## src/rtl/alu4_pkg.sv

```systemverilog
// alu4_pkg: shared types and constants for the 4-bit ALU issue sequencer
package alu4_pkg;
    localparam int IMM_W = 4;
    localparam int OPC_W = 4;
    localparam int FLAG_C = 0;
    localparam int FLAG_R = 1;
    localparam int FLAG_Z = 2;
    localparam int FLAG_V = 3;
    typedef enum logic [1:0] {EXEC_I = 2'b00, EXEC_B = 2'b01, LDA = 2'b10, MOVB = 2'b11} mode_e;
    typedef enum logic {FETCH = 1'b0, EXEC = 1'b1} state_e;
    typedef struct packed {
        mode_e             mode;
        logic [OPC_W-1:0]  opcode;
        logic [IMM_W-1:0]  imm;
    } instr_t;
endpackage

```

## src/rtl/alu4_instr_fifo.sv

```systemverilog
// alu4_instr_fifo: synchronous FIFO with wrapping pointers and a separate occupancy count
module alu4_instr_fifo #(
    parameter int DEPTH = 4,
    parameter int W = 10
) (
    input  logic                     clk,
    input  logic                     rst,
    input  logic                     clr,
    input  logic                     push,
    input  logic                     pop,
    input  logic [W-1:0]             din,
    output logic [W-1:0]             dout,
    output logic                     full,
    output logic                     empty,
    output logic [$clog2(DEPTH):0]   count
);
    localparam int AW = $clog2(DEPTH);
    logic [W-1:0]  mem [DEPTH];
    logic [AW-1:0] wr_q, wr_d, rd_q, rd_d;
    logic [AW:0]   cnt_q, cnt_d;
    logic          do_push, do_pop;
    always_comb begin
        full = cnt_q == (AW+1)'(DEPTH);
        empty = cnt_q == '0;
        do_push = push && !full;
        do_pop = pop && !empty;
        wr_d = wr_q + AW'(do_push);
        rd_d = rd_q + AW'(do_pop);
        cnt_d = cnt_q + (AW+1)'(do_push) - (AW+1)'(do_pop);
    end
    always_ff @(posedge clk) begin
        if (rst || clr) begin
            wr_q <= '0;
            rd_q <= '0;
            cnt_q <= '0;
        end else begin
            wr_q <= wr_d;
            rd_q <= rd_d;
            cnt_q <= cnt_d;
        end
    end
    always_ff @(posedge clk) begin
        if (do_push && !clr && !rst) mem[wr_q] <= din;
    end
    assign dout = mem[rd_q];
    assign count = cnt_q;
endmodule

```

## src/rtl/alu4_issue_seq.sv

```systemverilog
// alu4_issue_seq: buffers instructions, drives the combinational ALU and commits its results
module alu4_issue_seq
    import alu4_pkg::*;
#(
    parameter int FIFO_DEPTH = 4,
    parameter int DATA_W = 4,
    parameter int OP_W = 4
) (
    input  logic              clk,
    input  logic              rst,
    input  logic              flush,
    input  logic              in_valid,
    output logic              in_ready,
    input  logic [1:0]        in_mode,
    input  logic [OP_W-1:0]   in_opcode,
    input  logic [DATA_W-1:0] in_imm,
    output logic [DATA_W-1:0] alu_a,
    output logic [DATA_W-1:0] alu_b,
    output logic [OP_W-1:0]   alu_op,
    output logic              alu_cin,
    output logic              alu_rin,
    input  logic [DATA_W-1:0] alu_out,
    input  logic              alu_cout,
    input  logic              alu_rout,
    input  logic              alu_zero,
    input  logic              alu_ovf,
    output logic [DATA_W-1:0] acc_out,
    output logic [DATA_W-1:0] breg_out,
    output logic [3:0]        flags_out,
    output logic              retire,
    output logic              busy
);
    state_e                    state_q, state_d;
    instr_t                    ir_q, ir_d, fifo_dout, fifo_din;
    logic [DATA_W-1:0]         acc_q, acc_d, breg_q, breg_d;
    logic [3:0]                flags_q, flags_d, alu_flags;
    logic                      retire_q, retire_d;
    logic                      exec, commit, pop, is_exec_mode;
    logic                      fifo_full, fifo_empty;
    logic [$clog2(FIFO_DEPTH):0] fifo_count;
    assign fifo_din = '{mode: mode_e'(in_mode), opcode: in_opcode, imm: in_imm};
    alu4_instr_fifo #(.DEPTH(FIFO_DEPTH), .W($bits(instr_t))) u_fifo (
        .clk(clk), .rst(rst), .clr(flush), .push(in_valid && !flush), .pop(pop),
        .din(fifo_din), .dout(fifo_dout), .full(fifo_full), .empty(fifo_empty), .count(fifo_count)
    );
    always_comb begin
        exec = state_q == EXEC;
        commit = exec && !flush;
        pop = state_q == FETCH && !fifo_empty && !flush;
        is_exec_mode = ir_q.mode == EXEC_I || ir_q.mode == EXEC_B;
        alu_flags = '0;
        alu_flags[FLAG_C] = alu_cout;
        alu_flags[FLAG_R] = alu_rout;
        alu_flags[FLAG_Z] = alu_zero;
        alu_flags[FLAG_V] = alu_ovf;
        state_d = pop ? EXEC : FETCH;
        ir_d = pop ? fifo_dout : ir_q;
        acc_d = (!commit || ir_q.mode == MOVB) ? acc_q : ir_q.mode == LDA ? ir_q.imm : alu_out;
        breg_d = (commit && ir_q.mode == MOVB) ? acc_q : breg_q;
        flags_d = (commit && is_exec_mode) ? alu_flags : flags_q;
        retire_d = commit;
    end
    always_ff @(posedge clk) begin
        if (rst) begin
            state_q <= FETCH;
            ir_q <= '0;
            acc_q <= '0;
            breg_q <= '0;
            flags_q <= '0;
            retire_q <= 1'b0;
        end else begin
            state_q <= state_d;
            ir_q <= ir_d;
            acc_q <= acc_d;
            breg_q <= breg_d;
            flags_q <= flags_d;
            retire_q <= retire_d;
        end
    end
    assign alu_a = acc_q;
    assign alu_b = exec ? (ir_q.mode == EXEC_B ? breg_q : ir_q.imm) : '0;
    assign alu_op = exec ? ir_q.opcode : '0;
    assign alu_cin = flags_q[FLAG_C];
    assign alu_rin = flags_q[FLAG_R];
    assign acc_out = acc_q;
    assign breg_out = breg_q;
    assign flags_out = flags_q;
    assign retire = retire_q;
    assign busy = fifo_count != '0 || exec;
    assign in_ready = !fifo_full;
endmodule

```

## config.mk

```make
export PLATFORM = sky130hd
export DESIGN_NAME = alu4_issue_seq
export DESIGN_NICKNAME = d
export VERILOG_FILES = /design/src/rtl/alu4_pkg.sv /design/src/rtl/alu4_instr_fifo.sv /design/src/rtl/alu4_issue_seq.sv
export SDC_FILE = /design/constraint.sdc
export NUM_CORES = 1
export LEC_CHECK = 0
export BUFFER_PORTS_ARGS = -buffer_cell sky130_fd_sc_hd__buf_4
export CAP_MARGIN = 20
export CORE_MARGIN = 2
export CORE_UTILIZATION = 59
export CTS_CLUSTER_DIAMETER = 60
export CTS_CLUSTER_SIZE = 12
export DETAILED_ROUTE_END_ITERATION = 16
export PLACE_DENSITY = 0.83
export SLEW_MARGIN = 20
export SYNTH_ARGS = -nofsm -noshare
export SYNTH_HDL_FRONTEND = slang
export SYNTH_SLANG_ARGS = --single-unit
```

## constraint.sdc

```tcl
create_clock -name clk -period 5 [get_ports clk]
set_input_delay 0.75 -clock clk [delete_from_list [all_inputs] [get_ports clk]]
set_output_delay 0.75 -clock clk [all_outputs]
set_load 0.03 [all_outputs]
```

Yosys cells after proc, flatten, opt, wreduce, memory -nomap -nowiden

Memories as Yosys holds them, arrays and structs flattened. A register that Yosys moved wholly into a read port is not among the register bits.
Cells that the tools add are included.

Flip-flop bits (word level): 21
RAM bits: 40
Input port bits: 22
Logic and storage cells: 47
Memories: 1

Memories:

| name       | depth | width | rd ports | clocked after memory_dff | wr ports | line                  | source |
|---|---|---|---|---|---|---|---|
| u_fifo.mem | 4     | 10    | 1        | 1                        | 1        | alu4_instr_fifo.sv:18 | `logic [W-1:0] mem [DEPTH];` |

$add $sub $neg: 4
Equal/unequal tests: 4
Mux-type cells: 7
Bitwise operators: 1
Reductions and logical operators: 22

Operators by type and width:

| cell               | count |
|---|---|
| $mux 4             | 4 |
| $logic_and 1x1->1  | 10 |
| $logic_not 1->1    | 5 |
| $add 2x1->2        | 2 |
| $eq 2x2->1 const B | 2 |
| $logic_or 1x1->1   | 4 |
| $add 3x1->3        | 1 |
| $eq 3x3->1 const B | 1 |
| $logic_not 3->1    | 1 |
| $mux 1             | 3 |
| $reduce_bool 3->1  | 1 |
| $sub 3x1->3        | 1 |
| $eq 2x1->1 const B | 1 |
| $logic_not 2->1    | 1 |
| $not 1->1          | 1 |

Depth between registers and ports, before layout

Gate-level depths: netlist of the first run.

Depth after elaboration: 7
Depth in mapped cells: 10
Gate-level depth less buffers: 8

Hierarchy

A second synthesis of the first run with hierarchy kept.

Cells, all modules: 216
Area total of the unflattened synthesis: 2907.8 µm²

Modules (own cells, without submodules):

| module          | instances | cells an instance | area each (µm²) | sequential area each (µm²) |
|---|---|---|---|---|
| alu4_instr_fifo | 1         | 91                | 1819.2          | 1341.3 |
| alu4_issue_seq  | 1         | 125               | 1088.5          | 480.5 |

Least setup slack after synthesis of the first run

OpenSTA, ideal clock, no wires.

Path kind: input -> register
From: in flush
To: reg u_fifo.cnt_q[2] (netlist: u_fifo.count[2])
Setup time: 0.130 ns
Data arrival time: 2.317 ns
Path slack: 2.553 ns
Stages: 10
Path through: buf_6 > or2_1 > clkbuf_1 > nand2_1 > nand2_1 > ha_1 > fa_1 > xnor2_1 > xnor2_1 > nor3_1

Longest elaborated chain between the ends: 5
Elaborated cells on any way between the ends: 8
Classes of those cells: add/sub (2); reduce/logical (6)

RTL lines:

| item                   | line                                       | source |
|---|---|---|
| start: declaration     | alu4_issue_seq.sv:11                       | `input logic flush,` |
| $logic_not 1->1        | alu4_issue_seq.sv:43, alu4_issue_seq.sv:49 |  |
| $logic_and 1x1->1      | alu4_issue_seq.sv:43                       | `.clk(clk), .rst(rst), .clr(flush), .push(in_valid && !flush), .pop(pop),` |
| $logic_and 1x1->1      | alu4_instr_fifo.sv:25                      | `do_push = push && !full;` |
| $add 3x1->3            | alu4_instr_fifo.sv:29                      | `cnt_d = cnt_q + (AW+1)'(do_push) - (AW+1)'(do_pop);` |
| $sub 3x1->3            | alu4_instr_fifo.sv:29                      |  |
| end signal: assignment | alu4_instr_fifo.sv:39                      | `cnt_q <= cnt_d;` |
| end: declaration       | alu4_instr_fifo.sv:20                      | `logic [AW:0] cnt_q, cnt_d;` |

Several ways; a longest one is shown, not always the timed one.
A chain may end at the register's enable or synchronous reset.

Final worst setup path of the first run

From: reg u_fifo.cnt_q[1] (netlist: u_fifo.count[1])
To: out busy

Longest elaborated chain between the ends: 2

RTL lines:

| item              | line                 | source |
|---|---|---|
| $reduce_bool 3->1 | alu4_issue_seq.sv:89 | `assign busy = fifo_count != '0 \|\| exec;` |
| $logic_or 1x1->1  | alu4_issue_seq.sv:89 |  |
| end: declaration  | alu4_issue_seq.sv:31 | `output logic busy` |

Every way passes these cells.

==> results of run 1 <==
## routing by layer
| layer | up-vias | part of all wire, % |
|---|---|---|
| met2 | 54 | 49 |
| li1 | 888 | - |
| met4 | 0 | 1.2 |
| met1 | 834 | 45 |
| met3 | 6 | 5.1 |
| met5 | - | 0 |
## critical path, delay by kind of cell, from the launching register on
family / cells / cell delay, ns
and+or+nand+nor: 2 / 0.74
buffers and inverters: 1 / 0.20
DFF: 1 / 0.36
## metrics by stage
stage                     worst slack [ns]  instances  power (mW)
after floorplan                       2.55        219       0.715
after global placement                2.40        316       0.742
after detailed placement              2.36        316       0.745
after CTS                             2.58        332        1.16
after global routing                  2.39        332        1.20
final                                 2.62        332        1.15
## layout make-up
class / instances / share of cell area (%)
Clock buffer: 11 / 3.80
Clock inverter: 5 / 1.41
Inverter: 4 / 0.434
Multi-Input combinational cell: 124 / 28.3
Sequential cell: 71 / 52.7
Tap cell: 67 / 2.43
Timing Repair Buffer: 50 / 10.9
## synth_stat cells, drive strengths merged (4+ instances only)
cell type | n | area share, %
nor2b | 5 | 1.1
clkbuf | 5 | 0.64
edfxtp | 40 | 41
nor3 | 4 | 0.85
dfxtp | 31 | 21
nor2 | 16 | 2.0
nand2 | 4 | 0.51
buf | 15 | 3.5
and2 | 8 | 1.7
mux2i | 14 | 4.8
o21ai | 10 | 1.7
a21oi | 15 | 2.6
nand3 | 10 | 1.7
nand2b | 4 | 1.1
inv | 4 | 0.51
mux4 | 10 | 7.8
## power breakdown
group          leakage, nW  internal (mW)  switching, mW
Combinational        0.593         0.0407         0.0525
Clock               0.0945          0.226          0.195
Sequential           0.612          0.628         0.0107
## final timing paths
path | startpoint | to | slack, ns
worst max-delay path | u_fifo.count[1] | busy | 2.62
worst min-delay path | ir_q[5] | ir_q[5] | 0.48
worst max register to register | u_fifo.count[1] | u_fifo.count[2] | 2.68
worst min register to register | ir_q[5] | ir_q[5] | 0.48
## cells in the final DEF (no fill, tap or decap), types with 2 or more instances in the layout
cell      instances
nor2b_1           5
a311oi_1          2
clkinv_2          3
nand3_1          10
ha_1              2
a21oi_1          15
nor2_1           16
o21ai_0           9
o22ai_1           2
and2_1            8
dfxtp_1          31
buf_4            50
xnor2_1           3
clkbuf_8          9
inv_1             4
mux2i_1          14
nand2b_1          3
nor3_1            3
or3_1             3
nand2_1           4
clkbuf_1          2
mux4_2            9
a211oi_1          2
edfxtp_1         40
## state kept, by name, indices dropped and copies added (netlist names)
name and cells:
acc_out 4, flags_out 4, u_fifo.rd_q 2, u_fifo.mem 40, exec 1, u_fifo.wr_q 2, retire 1, breg_out 4
u_fifo.count 3, ir_q 10
## logic make-up after synthesis
logic type	count (synthesis)	synth area share (%)
flops	71	62.0
mux	24	12.6
buf+inv	24	4.64
xor+xnor	3	0.895
fa+ha+maj	3	1.53
simple gates	60	11.8
compound gates	34	6.60
==> impl_metrics.csv, run 1 <==
group,metric,value,unit
finish,insertedDiodeCount,0,
clock_tree,cts_max_path_buffers,2,
place,io_buffers,50,
detailed_routing,wl_per_cell,15.2,um
clock_tree,insertion_delay,0.34,ns
global_routing,met2_usage,33.1,%
detailed_routing,vias,1782,
clock_tree,cts.repair.resized,0,
hold_path,hp-class,"flip-flop to flip-flop",
finish,regArea,0.00182,mm2
global_routing,grt_pass1_wl,8010,um
worst_setup_path,crit_required,4.25,ns
clock_tree,numCtsBuffers,9,
yosys,syn-num-nets,244,
place,gp_congestion,0.806,
worst_setup_path,arrival,1.63,ns
finish,final_cell_area,0.00346,mm2
detailed_routing,ant_nets,0,
global_routing,busiest_layer,"met2",
clock_tree,htree_levels,3,
worst_setup_path,critical_path.max_stage_delay,0.61,ns
hold_path,whs_path_depth,2,
floorplanning,die_h,74.6,um
outcome,outcome,"completed",
place,placed_cell_area,0.00328,mm2
finish,nets,285,
global_routing,grt_max_degree,30,
worst_setup_path,path_cells,"nor3_2, nand2b_1, buf_4",
yosys,yosysSeqAreaShare,62.0,%
place,dp_hpwl,3560,um
clock_tree,cts_setup_buffers,0,
pwr,p_per_area,334,mW/mm2
yosys,synth-seq-cells,71,
global_routing,grt_usage,20.1,%
finish,final_core_util,72.7,%
detailed_routing,drtIter0Drc,83,
sta,relSlewSlack,41.8,%
sta,rsz0062_at_grt,"no",
global_routing,use_met3,4.88,%
detailed_routing,via_per_inst,5.37,
floorplanning,fp-row-count,25,
sta,hold_viol,0,
sta,fin_tns_setup,0,ns
floorplanning,die_x,74.6,um
global_routing,grt_overflow,0,
global_routing,grt_pass1_vias,1695,
pwr,p_leak,1.30,nW
floorplanning,core_area,0.00475,mm2
worst_setup_path,ff2ff_path_depth,8,
worst_setup_path,cp_slowest_cell,"nor3_2",
worst_setup_path,criticalPathCategory,"flip-flop to output pin",
detailed_routing,dr.pass1.iters,4,
global_routing,antenna_found_initial,0,
yosys,syn_inst,219,
clock_tree,clk_pin_slew,0.07,ns
sta,fin_crit,2.38,ns
yosys,syn_area_per_cell,13.4,um2
floorplanning,pin_count,51,
detailed_routing,drt-total-wl,5040,um
finish,fillers,348,
sta,slew_violations,0,
worst_setup_path,crit_fanout,14,
clock_tree,clock_sinks,71,
worst_setup_path,crit_path_end_kind,"output pin",
yosys,synth_edf_count,40,
floorplanning,dieArea,0.00556,mm2
floorplanning,start_util,61.8,%
yosys,synthDistinctLibCells,38,
yosys,synth-main-ff-cell,"edfxtp_1",
yosys,synthArstFlopShare,0,%
yosys,syn_area,0.00294,mm2
clock_tree,root_buffer,"clkbuf_8",
sta,tightest_slew,0.870,ns
pwr,ir_drop,0.264,mV
worst_setup_path,critPathLaunchType,"flip-flop",
sta,finalCritPeriodShare,47.6,%
flow_run,maxCapViolCount,0,
sta,fmax,420,MHz
finish,layout-drive-gt1-share,28.7,%
detailed_routing,drc,0,
global_routing,met1_usage,25.5,%
sta,skew,0.00817,ns
clock_tree,cts_tree,"built",
finish,area_growth_syn_to_layout,17.6,%
yosys,yosysWarningCount,0,
sta,hold_slack,0.483,ns
finish,multi_input_area,980,um2
clock_tree,hold_buffers,0,
sta,finalSetupViolCount,0,
(Power assumes the default switching activity.)
==> inputs of run 2 (changes only) <==
CORE_UTILIZATION = 55   (was 59)
PLACE_DENSITY = 0.79   (was 0.83)
clock period = 2.4 ns   (was 5 ns; I/O delays follow)
==> impl_metrics.csv, run 2 (synthesis results as in run 1) <==
group,metric,value,unit
pwr,p_leak,1.35,nW
finish,largest_reg_flops,40,
outcome,outcome,"completed",
worst_setup_path,crit_path_end_kind,"flip-flop",
finish,final_common_cell,"buf_4",
pwr,ir_drop,0.534,mV
clock_tree,cts.repair.resized,0,
global_routing,grt_overflow,0,
sta,skew,0.00925,ns
worst_setup_path,cp-startpoint,"u_fifo.count[2]",
pwr,p_per_area,706,mW/mm2
worst_setup_path,crit_fanout,4,
clock_tree,cts_setup_buffers,0,
sta,tightest_slew,0.554,ns
sta,fin_tns_setup,0,ns
place,dp_hpwl,3580,um
floorplanning,die_h,77.1,um
detailed_routing,ant_nets,0,
finish,final_cell_area,0.00355,mm2
worst_setup_path,arrival,2.34,ns
clock_tree,hold_buffers,0,
place,gp_congestion,0.808,
detailed_routing,drt-total-wl,5160,um
sta,hold_viol,0,
finish,regMostFlops,"u_fifo.mem",
sta,fmax,471,MHz
detailed_routing,dr.pass1.iters,5,
worst_setup_path,reg2reg_from,"u_fifo.count[2]",
floorplanning,dieArea,0.00594,mm2
floorplanning,core_area,0.00514,mm2
sta,finalCritPeriodShare,88.5,%
place,placed_cell_area,0.00335,mm2
finish,final_core_util,69.0,%
global_routing,grt_pass1_wl,8580,um
detailed_routing,drtIter0Drc,81,
clock_tree,insertion_delay,0.33,ns
global_routing,grt_pass1_vias,1811,
hold_path,hp-class,"input pin to flip-flop",
sta,slew_violations,0,
finish,layout-drive-gt1-share,30.8,%
global_routing,grt_max_degree,30,
floorplanning,die_x,77.1,um
detailed_routing,wl_per_cell,15.1,um
sta,finalSetupViolCount,0,
clock_tree,cts_max_path_buffers,2,
finish,nets,294,
finish,reg_top3,"u_fifo.mem (40), ir_q (10)",
detailed_routing,drc,0,
worst_setup_path,criticalPathCategory,"flip-flop to flip-flop",
clock_tree,numCtsBuffers,9,
floorplanning,start_util,57.2,%
worst_setup_path,crit_required,2.62,ns
hold_path,worstHoldStart,"in_opcode[3]",
floorplanning,pin_count,51,
flow_run,maxCapViolCount,0,
clock_tree,cts_tree,"built",
clock_tree,clock_sinks,71,
sta,relSlewSlack,63.0,%
detailed_routing,via_per_inst,5.31,
pwr,power,2.51,mW
clock_tree,root_buffer,"clkbuf_8",
finish,final_cell_mix,"59 x buf_4, 40 x edfxtp_1, 31 x dfxtp_1",
global_routing,antenna_found_initial,0,
sta,fin_crit,2.12,ns
global_routing,grt_usage,18.7,%
detailed_routing,vias,1823,
sta,hold_slack,0.226,ns
place,io_buffers,50,
floorplanning,fp-row-count,26,
worst_setup_path,critPathLaunchType,"flip-flop",
finish,area_growth_syn_to_layout,20.7,%
clock_tree,htree_levels,3,
sta,rsz0062_at_grt,"no",
finish,insertedDiodeCount,0,
clock_tree,clk_pin_slew,0.07,ns
run 2: path summary, 6_finish.rpt:
check,endpoint,slack [ns],cells past startpoint
min,u_fifo.mem[2][7],0.23,1
max,u_fifo.count[2],0.28,7
max reg2reg,u_fifo.count[2],0.28,7
min reg2reg,ir_q[4],0.48,2
run 2: routing by layer:
layer / part of all wire (%) / wire, um / up-vias / track usage, %
met1: 46 / 2370 / 860 / 23.8
met3: 4.9 / 254 / 9 / 5.06
met5: 0 / 0 / - / 0
li1: - / - / 899 / -
met4: 1.3 / 68 / 0 / 8.57
met2: 48 / 2470 / 55 / 30.2
run 2: critical path, cell delays in order, from the launching register on:
cell	delay, ns
dfxtp_1	0.40
nor3b_1	0.43
nor2_1	0.15
ha_1	0.25
fa_1	0.38
xnor2_1	0.21
xnor2_1	0.14
nor3_1	0.05
run 2: power breakdown:
part | leakage [nW] | switching, mW | total [mW] | internal [mW]
logic | 0.639 | 0.118 | 0.212 | 0.0942
clock network | 0.102 | 0.401 | 0.968 | 0.567
registers | 0.612 | 0.0180 | 1.33 | 1.31
total | 1.35 | 0.537 | 2.51 | 1.97
run 2: final cells by class:
| type | instances | area, um2 |
|---|---|---|
| fill | 387 | 1590 |
| sequential | 71 | 1820 |
| tap | 70 | 87.6 |
| clock buffer | 9 | 124 |
| clock inverter | 6 | 76.3 |
| timing repair buffer | 59 | 443 |
| inverter | 4 | 15.0 |
| multi-input combinational | 124 | 980 |
run 2: stage by stage:
step                setup slack [ns]  std cells
floorplan                      0.343        219
CTS                            0.297        343
finish                         0.277        343
global route                   0.124        343
global placement               0.379        328
detailed placement             0.306        328
==> inputs of run 3 (changes only) <==
CORE_UTILIZATION = 45   (was 55)
PLACE_DENSITY = 0.66   (was 0.79)
clock period = 2.3 ns   (was 2.4 ns; I/O delays follow)
==> impl_metrics.csv, run 3 (synthesis results as in run 1) <==
group,metric,value,unit
finish,final_cell_mix,"60 x buf_4, 40 x edfxtp_1, 31 x dfxtp_1",
finish,final_common_cell,"buf_4",
clock_tree,insertion_delay,0.34,ns
global_routing,grt_max_degree,30,
finish,fillers,530,
worst_setup_path,ff2ff_path_depth,7,
detailed_routing,dr.pass1.iters,4,
place,dp.cells,336,
detailed_routing,vias,1804,
place,gp_congestion,0.770,
clock_tree,cts_tree,"built",
sta,slew_violations,0,
worst_setup_path,cp_slowest_cell,"dfxtp_1",
worst_setup_path,path_buf_inv,0,
clock_tree,hold_buffers,0,
floorplanning,dieArea,0.00719,mm2
finish,regMostFlops,"u_fifo.mem",
outcome,outcome,"completed",
pwr,p_per_area,729,mW/mm2
sta,fin_tns_setup,0,ns
hold_path,whs_path_depth,1,
pwr,power,2.60,mW
clock_tree,root_buffer,"clkbuf_8",
sta,skew,0.0127,ns
sta,finalSetupViolCount,0,
detailed_routing,ant_nets,0,
floorplanning,pin_count,51,
place,io_buffers,50,
finish,instances_no_fill,352,
finish,area_growth_syn_to_layout,21.4,%
worst_setup_path,crit_fanout,4,
floorplanning,core_area,0.00635,mm2
clock_tree,htree_levels,3,
floorplanning,die_x,84.8,um
worst_setup_path,crit_family,"adder cells",
worst_setup_path,crit_required,2.53,ns
sta,relSlewSlack,62.9,%
pwr,p_leak,1.35,nW
worst_setup_path,path_cells,"nor3b_1, nor2_1, ha_1, fa_1, xnor2_1, xnor2_1, nor3_1",
floorplanning,fp-row-count,29,
worst_setup_path,criticalPathCategory,"flip-flop to flip-flop",
clock_tree,numCtsBuffers,9,
sta,finalCritPeriodShare,88.4,%
detailed_routing,wl_per_cell,15.1,um
clock_tree,cts_setup_buffers,0,
detailed_routing,drc,0,
worst_setup_path,cp.depth,7,
sta,fmax,492,MHz
finish,insertedDiodeCount,0,
worst_setup_path,arrival,2.26,ns
detailed_routing,via_per_inst,5.13,
floorplanning,start_util,46.3,%
flow_run,maxCapViolCount,0,
global_routing,grt_usage,16.2,%
floorplanning,die_h,84.8,um
finish,layout-drive-gt1-share,32.4,%
worst_setup_path,critPathLaunchType,"flip-flop",
finish,reg_top3,"u_fifo.mem (40), ir_q (10)",
sta,setup_ws,0.266,ns
global_routing,antenna_found_initial,0,
global_routing,grt_pass1_vias,1724,
worst_setup_path,crit_path_end_kind,"flip-flop",
finish,largest_reg_flops,40,
place,dp_slack,0.251,ns
place,placed_cell_area,0.00336,mm2
finish,nets,295,
clock_tree,cts_max_path_buffers,2,
global_routing,grt_pass1_wl,8810,um
place,dp_hpwl,3610,um
detailed_routing,drtIter0Drc,156,
sta,hold_viol,0,
sta,tightest_slew,0.555,ns
sta,rsz0062_at_grt,"no",
clock_tree,clk_pin_slew,0.08,ns
sta,fin_crit,2.03,ns
global_routing,grt_overflow,0,
clock_tree,clock_sinks,71,
worst_setup_path,cpMostUsedCell,"xnor2_1",
hold_path,hp-class,"input pin to flip-flop",
detailed_routing,drt-total-wl,5330,um
worst_setup_path,critical_path.max_stage_delay,0.40,ns
pwr,ir_drop,0.497,mV
clock_tree,cts.repair.resized,0,
finish,final_cell_area,0.00357,mm2
[run 3: cell count changes in the layout (fill, tap and decap cells not counted), sizes merged]
cell,before,now
clkinvlp,0,2
bufinv,2,1
clkinv,4,2
inv,4,6
buf,59,60
[run 3: final timing paths]
check                   from                to  slack [ns]
max          u_fifo.count[2]   u_fifo.count[2]        0.27
min             in_opcode[0]  u_fifo.mem[2][4]        0.20
max reg2reg  u_fifo.count[2]   u_fifo.count[2]        0.27
min reg2reg          ir_q[6]           ir_q[6]        0.48
[run 3: where the power goes]
group	internal [mW]	switching [mW]	leakage [nW]
Clock	0.511	0.487	0.0964
Combinational	0.0986	0.124	0.645
Sequential	1.36	0.0171	0.612
Total	1.97	0.628	1.35
[run 3: through the flow]
stage / util [%] / hold slack (ns)
4_1_cts: 56.2 / 0.186
3_3_place_gp: 53.0 / 0.461
5_1_grt: 56.2 / 0.187
3_5_place_dp: 53.0 / 0.468
6_report: 56.2 / 0.198
2_1_floorplan: - / 0.444
[run 3: cell type report]
type / count / area, um2 / share of cell area, %
clock inverters: 7 / 80.1 / 2.24
clock buffers: 9 / 124 / 3.47
inverters: 4 / 15.0 / 0.421
multi-input cells: 124 / 980 / 27.5
well taps: 77 / 96.3 / 2.70
repair buffers: 60 / 450 / 12.6
flip-flops and latches: 71 / 1820 / 51.1
[run 3: layer usage]
layer  vias up  track usage (%)  part of all wire [%]
met5         -                0                     0
met4         0             7.36                  0.98
met3         6             3.64                   5.8
met2        57             24.7                    47
met1       840             22.2                    46
li1        901                -                     -
